`src/rtl/rob_multiport_pkg.sv`:
```
// Shared widths, cmp-port field layout and slot record for the ROB.
// Imported by the interface, the row sub-module and the top.
package rob_multiport_pkg;

    localparam int NW         = 4;
    localparam int WIDTH_BANK = 3;
    localparam int WIDTH_REG  = 7;
    localparam int WIDTH_BRM  = 4;
    localparam int NC         = 4;
    localparam int SW         = $clog2(NW);
    localparam int DEPTH      = 2 ** WIDTH_BANK;

    // one completion port is {en, row, slot}
    localparam int CW = 1 + WIDTH_BANK + SW;

    typedef logic [WIDTH_BANK-1:0] row_t;
    typedef logic [SW-1:0]         slot_idx_t;

    typedef struct packed {
        logic                 en;
        row_t                 row;
        slot_idx_t            slot;
    } cmp_t;

    typedef struct packed {
        logic                 val;
        logic                 busy;
        logic [WIDTH_REG-1:0] prd;
        logic [WIDTH_BRM-1:0] brm;
    } slot_t;

endpackage

```
`src/rtl/rob_multiport_if.sv`:
```
// Dispatch / completion / kill / commit bundle of the ROB.
// master: rename/dispatch side, slave: the ROB itself.
interface rob_multiport_if;
    import rob_multiport_pkg::*;

    logic                      i_dis_we;
    logic [31:0]               i_dis_pc;
    logic [NW-1:0]             i_dis_val;
    logic [NW*WIDTH_REG-1:0]   i_dis_prd;
    logic [NW*WIDTH_BRM-1:0]   i_dis_brm;
    logic                      o_dis_ready;
    logic [WIDTH_BANK-1:0]     o_dis_tag;
    logic [NC*CW-1:0]          i_cmp;
    logic [WIDTH_BRM:0]        i_kill;
    logic                      o_com_en;
    logic [NW-1:0]             o_com_val;
    logic [NW*WIDTH_REG-1:0]   o_com_prd;
    logic [31:0]               o_com_pc;
    logic [WIDTH_BANK:0]       o_count;

    modport master (
        output i_dis_we, i_dis_pc, i_dis_val,
        output i_dis_prd, i_dis_brm,
        output i_cmp, i_kill,
        input  o_dis_ready, o_dis_tag,
        input  o_com_en, o_com_val,
        input  o_com_prd, o_com_pc, o_count
    );

    modport slave (
        input  i_dis_we, i_dis_pc, i_dis_val,
        input  i_dis_prd, i_dis_brm,
        input  i_cmp, i_kill,
        output o_dis_ready, o_dis_tag,
        output o_com_en, o_com_val,
        output o_com_prd, o_com_pc, o_count
    );

endinterface

```
`src/rtl/rob_multiport_row.sv`:
```
// One ROB row of NW slots: write, busy clear, kill, retire, ready.
// Ports: we/pc/val/prd/brm write, clr_i busy-clear, kill, retire_i.
module rob_multiport_row
    import rob_multiport_pkg::*;
(
    input  logic                    clk_i,
    input  logic                    rst_ni,
    input  logic                    alloc_i,
    input  logic                    we_i,
    input  logic [31:0]             pc_i,
    input  logic [NW-1:0]           val_i,
    input  logic [NW*WIDTH_REG-1:0] prd_i,
    input  logic [NW*WIDTH_BRM-1:0] brm_i,
    input  logic [NW-1:0]           clr_i,
    input  logic                    kill_en_i,
    input  logic [WIDTH_BRM-1:0]    kill_mask_i,
    input  logic                    retire_i,
    output slot_t [NW-1:0]          slots_o,
    output logic [31:0]             pc_o,
    output logic                    rdy_o
);

    slot_t [NW-1:0] slots_q, slots_d;
    logic [31:0]    pc_q, pc_d;

    always_comb begin
        slots_d = slots_q;
        pc_d    = pc_q;
        if (we_i) begin
            pc_d = pc_i;
            for (int s = 0; s < NW; s++) begin
                slots_d[s].val  = val_i[s];
                slots_d[s].busy = val_i[s];
                slots_d[s].prd  =
                    prd_i[s*WIDTH_REG +: WIDTH_REG];
                slots_d[s].brm  =
                    brm_i[s*WIDTH_BRM +: WIDTH_BRM];
            end
        end else if (alloc_i) begin
            for (int s = 0; s < NW; s++) begin
                if (clr_i[s] && slots_q[s].val)
                    slots_d[s].busy = 1'b0;
                // kill is applied after clear so it wins
                if (kill_en_i &&
                    |(slots_q[s].brm & kill_mask_i)) begin
                    slots_d[s].val  = 1'b0;
                    slots_d[s].busy = 1'b0;
                end
                if (retire_i) begin
                    slots_d[s].val  = 1'b0;
                    slots_d[s].busy = 1'b0;
                end
            end
        end
    end

    always_comb begin
        rdy_o = 1'b1;
        for (int s = 0; s < NW; s++)
            if (slots_q[s].val && slots_q[s].busy)
                rdy_o = 1'b0;
    end

    always_ff @(posedge clk_i or negedge rst_ni) begin
        if (!rst_ni) begin
            slots_q <= '0;
            pc_q    <= '0;
        end else begin
            slots_q <= slots_d;
            pc_q    <= pc_d;
        end
    end

    assign slots_o = slots_q;
    assign pc_o    = pc_q;

endmodule

```
`src/rtl/rob_multiport.sv`:
```
// Reorder buffer: row dispatch at tail, NC completions, kill, commit.
// Ports: i_clk, i_rst_n, bus (rob_multiport_if.slave).
module rob_multiport
    import rob_multiport_pkg::*;
(
    input  logic            i_clk,
    input  logic            i_rst_n,
    rob_multiport_if.slave  bus
);

    localparam logic [WIDTH_BANK:0] FULL =
        (WIDTH_BANK+1)'(DEPTH);

    row_t                head_q, head_d;
    row_t                tail_q, tail_d;
    logic [WIDTH_BANK:0] count_q, count_d;

    logic                dis_fire;
    logic                com_fire;
    logic [DEPTH-1:0]    alloc;
    logic [DEPTH-1:0]    rdy;
    logic [NW-1:0]       clr [DEPTH];
    logic [31:0]         pc [DEPTH];
    slot_t [NW-1:0]      slots [DEPTH];
    cmp_t                cmp [NC];

    assign bus.o_dis_ready = (count_q != FULL);
    assign bus.o_dis_tag   = tail_q;
    assign bus.o_count     = count_q;

    assign dis_fire = bus.i_dis_we && (count_q != FULL);
    assign com_fire = (count_q != '0) && rdy[head_q];

    genvar gp;
    for (gp = 0; gp < NC; gp++) begin : g_cmp
        assign cmp[gp] = bus.i_cmp[gp*CW +: CW];
    end

    always_comb begin
        for (int r = 0; r < DEPTH; r++)
            clr[r] = '0;
        for (int p = 0; p < NC; p++)
            if (cmp[p].en)
                clr[cmp[p].row][cmp[p].slot] = 1'b1;
    end

    genvar g;
    for (g = 0; g < DEPTH; g++) begin : g_row
        // a row is live when its distance from head is below count
        assign alloc[g] =
            {1'b0, row_t'(g) - head_q} < count_q;

        rob_multiport_row u_row (
            .clk_i       (i_clk),
            .rst_ni      (i_rst_n),
            .alloc_i     (alloc[g]),
            .we_i        (dis_fire && tail_q == row_t'(g)),
            .pc_i        (bus.i_dis_pc),
            .val_i       (bus.i_dis_val),
            .prd_i       (bus.i_dis_prd),
            .brm_i       (bus.i_dis_brm),
            .clr_i       (clr[g]),
            .kill_en_i   (bus.i_kill[WIDTH_BRM]),
            .kill_mask_i (bus.i_kill[WIDTH_BRM-1:0]),
            .retire_i    (com_fire && head_q == row_t'(g)),
            .slots_o     (slots[g]),
            .pc_o        (pc[g]),
            .rdy_o       (rdy[g])
        );
    end

    logic [NW-1:0]           com_val;
    logic [NW*WIDTH_REG-1:0] com_prd;

    always_comb begin
        com_val = '0;
        com_prd = '0;
        for (int s = 0; s < NW; s++) begin
            com_val[s] = com_fire && slots[head_q][s].val;
            if (com_fire)
                com_prd[s*WIDTH_REG +: WIDTH_REG] =
                    slots[head_q][s].prd;
        end
    end

    assign bus.o_com_en  = com_fire;
    assign bus.o_com_val = com_val;
    assign bus.o_com_prd = com_prd;
    assign bus.o_com_pc  = com_fire ? pc[head_q] : '0;

    always_comb begin
        head_d = head_q + row_t'(com_fire);
        tail_d = tail_q + row_t'(dis_fire);
        unique case ({dis_fire, com_fire})
            2'b10:   count_d = count_q + 1'b1;
            2'b01:   count_d = count_q - 1'b1;
            default: count_d = count_q;
        endcase
    end

    always_ff @(posedge i_clk or negedge i_rst_n) begin
        if (!i_rst_n) begin
            head_q  <= '0;
            tail_q  <= '0;
            count_q <= '0;
        end else begin
            head_q  <= head_d;
            tail_q  <= tail_d;
            count_q <= count_d;
        end
    end

endmodule

```
`src/flat_wrapper.sv`:
```
// flat-port wrapper written by rule: the top's interface ports become plain ports
module rob_multiport_flat import rob_multiport_pkg::*;
  (i_clk, i_rst_n, bus_i_dis_we, bus_i_dis_pc, bus_i_dis_val, bus_i_dis_prd, bus_i_dis_brm, bus_i_cmp, bus_i_kill, bus_o_dis_ready, bus_o_dis_tag, bus_o_com_en, bus_o_com_val, bus_o_com_prd, bus_o_com_pc, bus_o_count);
  rob_multiport_if bus_i ();
  input  logic i_clk;
  input  logic i_rst_n;
  input wire logic [$bits(bus_i.i_dis_we)-1:0] bus_i_dis_we;
  input wire logic [$bits(bus_i.i_dis_pc)-1:0] bus_i_dis_pc;
  input wire logic [$bits(bus_i.i_dis_val)-1:0] bus_i_dis_val;
  input wire logic [$bits(bus_i.i_dis_prd)-1:0] bus_i_dis_prd;
  input wire logic [$bits(bus_i.i_dis_brm)-1:0] bus_i_dis_brm;
  input wire logic [$bits(bus_i.i_cmp)-1:0] bus_i_cmp;
  input wire logic [$bits(bus_i.i_kill)-1:0] bus_i_kill;
  output wire logic [$bits(bus_i.o_dis_ready)-1:0] bus_o_dis_ready;
  output wire logic [$bits(bus_i.o_dis_tag)-1:0] bus_o_dis_tag;
  output wire logic [$bits(bus_i.o_com_en)-1:0] bus_o_com_en;
  output wire logic [$bits(bus_i.o_com_val)-1:0] bus_o_com_val;
  output wire logic [$bits(bus_i.o_com_prd)-1:0] bus_o_com_prd;
  output wire logic [$bits(bus_i.o_com_pc)-1:0] bus_o_com_pc;
  output wire logic [$bits(bus_i.o_count)-1:0] bus_o_count;
  assign bus_i.i_dis_we = bus_i_dis_we;
  assign bus_i.i_dis_pc = bus_i_dis_pc;
  assign bus_i.i_dis_val = bus_i_dis_val;
  assign bus_i.i_dis_prd = bus_i_dis_prd;
  assign bus_i.i_dis_brm = bus_i_dis_brm;
  assign bus_i.i_cmp = bus_i_cmp;
  assign bus_i.i_kill = bus_i_kill;
  assign bus_o_dis_ready = bus_i.o_dis_ready;
  assign bus_o_dis_tag = bus_i.o_dis_tag;
  assign bus_o_com_en = bus_i.o_com_en;
  assign bus_o_com_val = bus_i.o_com_val;
  assign bus_o_com_prd = bus_i.o_com_prd;
  assign bus_o_com_pc = bus_i.o_com_pc;
  assign bus_o_count = bus_i.o_count;
  rob_multiport u_core (.i_clk(i_clk), .i_rst_n(i_rst_n), .bus(bus_i));
endmodule
```
`config.mk`:
```
export PLATFORM = sky130hd
export DESIGN_NAME = rob_multiport_flat
export DESIGN_NICKNAME = d
export VERILOG_FILES = /design/src/rtl/rob_multiport_pkg.sv /design/src/rtl/rob_multiport_if.sv /design/src/rtl/rob_multiport_row.sv /design/src/rtl/rob_multiport.sv /design/src/flat_wrapper.sv
export SDC_FILE = /design/constraint.sdc
export NUM_CORES = 1
export LEC_CHECK = 0
export ABC_AREA = 1
export BUFFER_PORTS_ARGS = -buffer_cell sky130_fd_sc_hd__clkbuf_2
export CAP_MARGIN = 5
export CORE_ASPECT_RATIO = 1.25
export CORE_MARGIN = 3
export CORE_UTILIZATION = 56
export DETAILED_ROUTE_END_ITERATION = 10
export GPL_TIMING_DRIVEN = 0
export PLACE_DENSITY_LB_ADDON = 0.2
export SLEW_MARGIN = 20
export SYNTH_ARGS = -nofsm -noshare
export SYNTH_HDL_FRONTEND = slang
export SYNTH_HIERARCHICAL = 1
export SYNTH_SLANG_ARGS = --single-unit
```
`constraint.sdc`:
```
create_clock -name i_clk -period 3 [get_ports i_clk]
set_clock_uncertainty 0.1 [all_clocks]
set_input_delay 0.6 -clock i_clk [delete_from_list [all_inputs] [get_ports i_clk]]
set_output_delay 0.6 -clock i_clk [all_outputs]
set_load 0.03 [all_outputs]
```
==> results of run 1 <==
## cell usage in the layout (no fill, tap or decap), types with 24 or more instances in the layout
master / count
buf_2: 86
clkbuf_2: 131
o21ai_0: 46
clkbuf_1: 34
buf_6: 80
a21oi_1: 35
dfrtp_1: 677
o221ai_1: 27
nor2_4: 61
clkbuf_16: 77
clkbuf_8: 24
buf_8: 48
ha_1: 25
inv_1: 51
buf_4: 51
nand2_1: 3141
nand3_1: 348
nor2_1: 74
## kinds of logic (layout without fill, tap and decap cells)
group | count (synthesis) | count (layout)
flip-flops | 682 | 682
XOR/XNOR | 6 | 6
adder cells (fa/ha/maj) | 27 | 27
AO/OA/AOI/OAI | 124 | 124
AND/OR/NAND/NOR | 3656 | 3657
buffers and inverters | 316 | 664
other | 0 | 7
## worst max-delay path, cell delays in order, from the launching register on
cell and delay (ns):
dfrtp_1 0.42, nand2_1 0.07, nand2_1 0.07, a221oi_2 0.23
nor2_1 0.07, nor2_1 0.08, o21ai_0 0.10, nand3_2 0.16
buf_12 0.13, nand3_4 0.14, buf_8 0.20, nor2_2 0.13
clkbuf_8 0.18
## worst paths after layout
| check | start | slack, ns | to | cells past startpoint |
|---|---|---|---|---|
| worst min-delay path | bus_i_dis_pc[30] | 0.20 | u_core/g_row[2].u_row/pc_o[30] | 3 |
| worst min register to register | u_core/g_row[0].u_row/slots_o[24] | 0.37 | u_core/g_row[0].u_row/slots_o[24] | 2 |
| max in group asynchronous | i_rst_n | 0.77 | u_core/g_row[2].u_row/slots_o[46] | 5 |
| worst max-delay path | u_core/g_row[2].u_row/slots_o[25] | -0.30 | bus_o_com_pc[8] | 12 |
| worst max register to register | u_core/head_q[0] | -0.15 | u_core/bus.o_count[2] | 17 |
| min in group asynchronous | i_rst_n | 0.49 | u_core/g_row[2].u_row/pc_o[7] | 2 |
## timing repair
item / CTS / global route
gates resized for setup: 329 / 154
setup endpoints to repair: 132 / 163
hold buffers: 1 / 0
cloned: 2 / 1
pin swaps: 10 / 9
buffers inserted: 20 / 13
endpoints found under the hold margin: 69 / 0
## power breakdown
group          internal [W]  leakage (nW)  total (W)  switching [W]
sequential           0.0132          8.67     0.0156        0.00233
clock               0.00561          1.21    0.00944        0.00383
combinational        0.0106          12.6     0.0291         0.0185
## layout make-up
cell class	instances	area, µm²
Antenna cell	7	17.5
Clock buffer	104	2160
Clock inverter	23	325
Buffer	247	2010
Tap cell	816	1020
Multi-Input combinational cell	3814	16000
Timing Repair Buffer	227	2080
Sequential cell	682	17100
Fill cell	5157	19300
Inverter	63	251
## Yosys cell counts
cell type  number  area share [%]
or2_2           7            0.13
buf_1           8           0.087
nor2_4          8            0.26
a21o_1          1           0.022
o21ai_0        47            0.68
inv_2           9           0.098
nor3_1          7            0.10
or2_1           9            0.16
inv_1          54            0.59
o21bai_1        3           0.066
a221oi_1        8            0.20
o221ai_1       27            0.69
nand3_2         1           0.029
buf_2         131             1.9
buf_4           9            0.20
ha_1           27            0.98
clkbuf_1       43            0.47
xnor2_1         2           0.051
buf_6          62             2.0
a22oi_1         1           0.022
o21ai_1         2           0.029
xor2_1          4            0.10
a21oi_1        35            0.51
nand3_4         1           0.051
nand2_1      3142              34
nor2_1        131             1.4
nand3_1       350             5.1
dfrtp_1       682              50
## layer usage
metal | up-vias | global-route usage, %
li1 | 15500 | -
met4 | 6 | 26.2
met2 | 2050 | 60.4
met3 | 471 | 7.74
met5 | - | 0
met1 | 16000 | 49.0
## flip-flops by register name, summed over array words and instances, names as in the netlist
register,count
u_core/g_row.u_row/pc_o,256
u_core/bus.o_dis_tag,3
u_core/g_row.u_row/slots_o,416
u_core/head_q,3
u_core/bus.o_count,4
## metrics by stage
step	setup slack [ns]	utilization (%)	std cells	TNS (ns)	power [W]
finish	-0.296	68.0	5983	-15.03	0.0541
global route	-0.372	67.9	5978	-19.25	0.0571
CTS	-0.309	67.1	5968	-16.33	0.0518
detailed placement	-0.828	60.7	5819	-49.54	0.0386
global placement	-15.12	60.3	5811	-	0.0381
floorplan	0.203	-	4811	0	0.0305
==> results.toml, run 1 <==
[timing]
rsz0062_at_grt = "yes"
period_minus_slack_ns = 3.30
max_freq_ghz = 0.303
hold_viol = 0
fin_ws_ns = -0.296
setup_viol = 66
slew_headroom_pct = 25.3
period_share_pct = 110
slew_violations = 0
holdWs_ns = 0.196
tightest_slew_ns = 1.11

[yosys]
postSynthCellCount = 4811
synth_top_family_by_area = "simple AND/OR/NAND/NOR gates"
synth_cell_types = 28
synth_nets = 4950
syn-cell-area_um2 = 34400
synth-compound-area-share_pct = 2.22
synth_fa_ha_area_share_pct = 0.983
synthMuxAreaShare_pct = 0
synth_seq_cells = 682
avgSynthCellArea_um2 = 7.14
synth-xor-area-share_pct = 0.153
synthSimpleGateAreaFrac_pct = 41.6
yosysWarningCount = 6
synth_seq_area_share_pct = 49.7

[route]
maxUsedRoutingLayer = "met5"
route.met3.wl_mm = 13.0
wl_per_cell_um = 21.2
drt_iter0_drc = 4422
routed_wl_mm = 127
drt_first_pass_iters = 6
drt-met1-wl_mm = 45.7
vias_per_cell = 5.68
drc = 0
wl_met2_mm = 58.3
ant_nets = 0
vias = 34000

[run_status]
status = "complete, but fails checks"
violations = "negative setup slack"

[power_and_ir_drop]
p_leak_nw = 22.5
p_per_area_nw_per_um2 = 1320
peakVddDrop_uv = 912

[die]
core_area_um2 = 60200
die_w_um = 228
row_count = 100
die_h_um = 283
die_area_um2 = 64400
ios = 185
initial_utilization_pct = 57.1

[setup_path]
path_class = "reg -> out"
arrival_ns = 2.60
crit_path_end_kind = "primary output"
crit_required_ns = 2.30
cp_max_fo = 10
startpoint_type = "flop"

[place]
dp_hpwl_mm = 85.6
place_congestion = 0.970
port_buffers = 184
place_area_um2 = 36500

[worst_hold_path]
hold_path.class = "in -> reg"

[clock_network]
cts.clk_slew.worst_paths_ns = 0.06
clk_latency_ns = 0.63
htreeDepth = 3
cts.sinks = 682
cts_buffers = 72
cts-root-buf = "clkbuf_16"
cts_tree = "done"
clockBufferDepth = 3

[layout]
area_growth_pct = 19.0
drive_gt1_share_pct = 13.0
nNetsFinal = 5246
finalInstanceArea_um2 = 40900

[global_route]
grt_max_degree = 93
globalRoute.totalOverflow = 0
grt_pass1_vias = 31900
antenna_found_initial = 7
grt_pass1_wl_mm = 189
track_usage_pct = 38.9

[flow_run]
drv_cap = 0
(Power assumes the default switching activity.)
==> run 2, diff against run 1 <==
Settings changed: RECOVER_POWER set to 50, SKIP_LAST_GASP set to 1.
==> run 2 against run 1 <==
  * The flow still finishes with violations (negative setup slack)
  * Fmax decreased by 0.54%
  * Critical path type unchanged
  * Routed wire length decreased by 0.28%
  * Sequential share of layout area increased by 0.25 points
  * Highest routed layer unchanged
  * Sequential power about the same
  * Design area decreased by 0.60%
  * Largest cell class unchanged
  * Core utilization decreased by 0.41 points
  * Largest power group unchanged
==> results.toml, run 2 (synthesized netlist as in run 1, its figures left out) <==
[run_status]
status = "complete, but fails checks"
violations = "negative setup slack"

[route]
vias_per_cell = 5.68
vias = 34000
routed_wl_mm = 126
ant_nets = 0
drc = 0
drt_iter0_drc = 4327
drt_first_pass_iters = 6
wl_per_cell_um = 21.1

[clock_network]
clockBufferDepth = 3
htreeDepth = 3
cts-root-buf = "clkbuf_16"
cts.sinks = 682
cts_tree = "done"
clk_latency_ns = 0.63
cts.clk_slew.worst_paths_ns = 0.06
cts_buffers = 72

[power_and_ir_drop]
peakVddDrop_uv = 905
total_power_w = 0.0536
p_leak_nw = 22.4
p_per_area_nw_per_um2 = 1320

[layout]
layout_commonest_cell = "nand2_1"
largest_register_ff_count = 416
finalInstanceArea_um2 = 40700
area_growth_pct = 18.3
final_cell_count_no_fill = 5985
layout_common_cells = "nand2_1, dfrtp_1, nand3_1"
drive_gt1_share_pct = 12.8
nNetsFinal = 5246

[timing]
tightest_slew_ns = 1.33
hold_viol = 0
fin_ws_ns = -0.314
rsz0062_at_grt = "yes"
setup_viol = 78
period_minus_slack_ns = 3.31
max_freq_ghz = 0.302
slew_violations = 0
period_share_pct = 110
slew_headroom_pct = 11.5

[place]
dp.cells = 5819
dp_hpwl_mm = 85.6
place_congestion = 0.970
place_area_um2 = 36500
port_buffers = 184

[global_route]
antenna_found_initial = 8
globalRoute.totalOverflow = 0
grt_max_degree = 93
track_usage_pct = 38.8
grt_pass1_wl_mm = 188
grt_pass1_vias = 31900

[setup_path]
path_class = "reg -> out"
crit_required_ns = 2.30
endpoint = "bus_o_com_pc[15]"
startpoint = "u_core/g_row[2].u_row/slots_o[25]"
r2r_slack_ns = -0.19
crit_path_end_kind = "primary output"
r2r_start = "u_core/head_q[0]"
r2r_cells = 17
startpoint_type = "flop"
cp_max_fo = 10
arrival_ns = 2.61
r2r_end = "u_core/bus.o_count[2]"

[die]
die_w_um = 228
row_count = 100
die_area_um2 = 64400
ios = 185
die_h_um = 283
initial_utilization_pct = 57.1
core_area_um2 = 60200

[worst_hold_path]
hold_path.class = "in -> reg"

[flow_run]
drv_cap = 0
==> run 2: changes by cell type in the layout (fill, tap and decap cells not counted), moves of 7 or more <==
cell	previous run	this run
buf_4	51	44
clkbuf_1	34	41
nor2_4	61	51
nor2_2	4	13
clkbuf_8	24	32
buf_8	48	40
==> run 2: worst max-delay path: stages, from the launching register on <==
cell      delay (ns)
dfrtp_1         0.41
nand2_1         0.07
nand2_1         0.07
a221oi_2        0.22
nor2_1          0.07
nor2_1          0.08
o21ai_0         0.11
nand3_2         0.16
buf_12          0.13
nand3_4         0.14
buf_6           0.20
nor2_1          0.11
clkbuf_4        0.20
==> run 2: through the flow <==
stage,hold slack [ns],util (%),setup slack (ns),TNS (ns)
floorplan,0.204,-,0.203,0
global placement,0.353,60.3,-15.12,-
detailed placement,0.358,60.7,-0.828,-49.54
CTS,0.173,67.0,-0.309,-16.83
global route,0.192,67.5,-0.387,-31.50
finish,0.191,67.5,-0.314,-16.06
==> run 2: timing repair <==
| action | 4_1_cts | 5_1_grt |
|---|---|---|
| hold endpoints to repair | 69 | 0 |
| endpoints found under the setup margin | 132 | 163 |
| hold buffers | 1 | 0 |
| gates resized for setup | 312 | 137 |
| pin swaps | 10 | 8 |
| buffers inserted | 20 | 9 |
| cloned | 2 | 1 |
==> run 2: how the worst min path moves through the flow <==
stage | startpoint | to | cells past startpoint
3_5_place_dp | u_core/g_row[6].u_row/slots_o[24] | u_core/g_row[6].u_row/slots_o[24] | 2
6_report | bus_i_dis_pc[28] | u_core/g_row[0].u_row/pc_o[28] | 3
4_1_cts | bus_i_dis_pc[30] | u_core/g_row[6].u_row/pc_o[30] | 3
5_1_grt | bus_i_dis_prd[13] | u_core/g_row[5].u_row/slots_o[23] | 3
2_1_floorplan | i_rst_n | u_core/bus.o_count[0] | 0
3_3_place_gp | u_core/g_row[7].u_row/slots_o[17] | u_core/g_row[7].u_row/slots_o[17] | 2
==> run 2: area by class of cell <==
| class | count | area (µm²) |
|---|---|---|
| Antenna cell | 9 | 22.5 |
| Buffer | 251 | 2010 |
| Clock buffer | 104 | 2160 |
| Clock inverter | 23 | 325 |
| Fill cell | 5182 | 19500 |
| Inverter | 63 | 251 |
| Multi-Input combinational cell | 3814 | 15900 |
| Sequential cell | 682 | 17100 |
| Tap cell | 816 | 1020 |
| Timing Repair Buffer | 223 | 1910 |
==> run 2: power by group <==
part           switching [W]  internal (W)  total, W
Clock                0.00383       0.00561   0.00944
Sequential           0.00234        0.0132    0.0156
Combinational         0.0183        0.0103    0.0286
Total                 0.0245        0.0291    0.0536
==> run 2: routing by layer <==
layer / routed length, µm / track usage [%] / part of all wire (%)
met5: 53 / 0 / 0.042
met4: 9940 / 25.7 / 7.9
met3: 12500 / 7.96 / 9.9
met2: 57900 / 60.3 / 46
met1: 45800 / 49.0 / 36
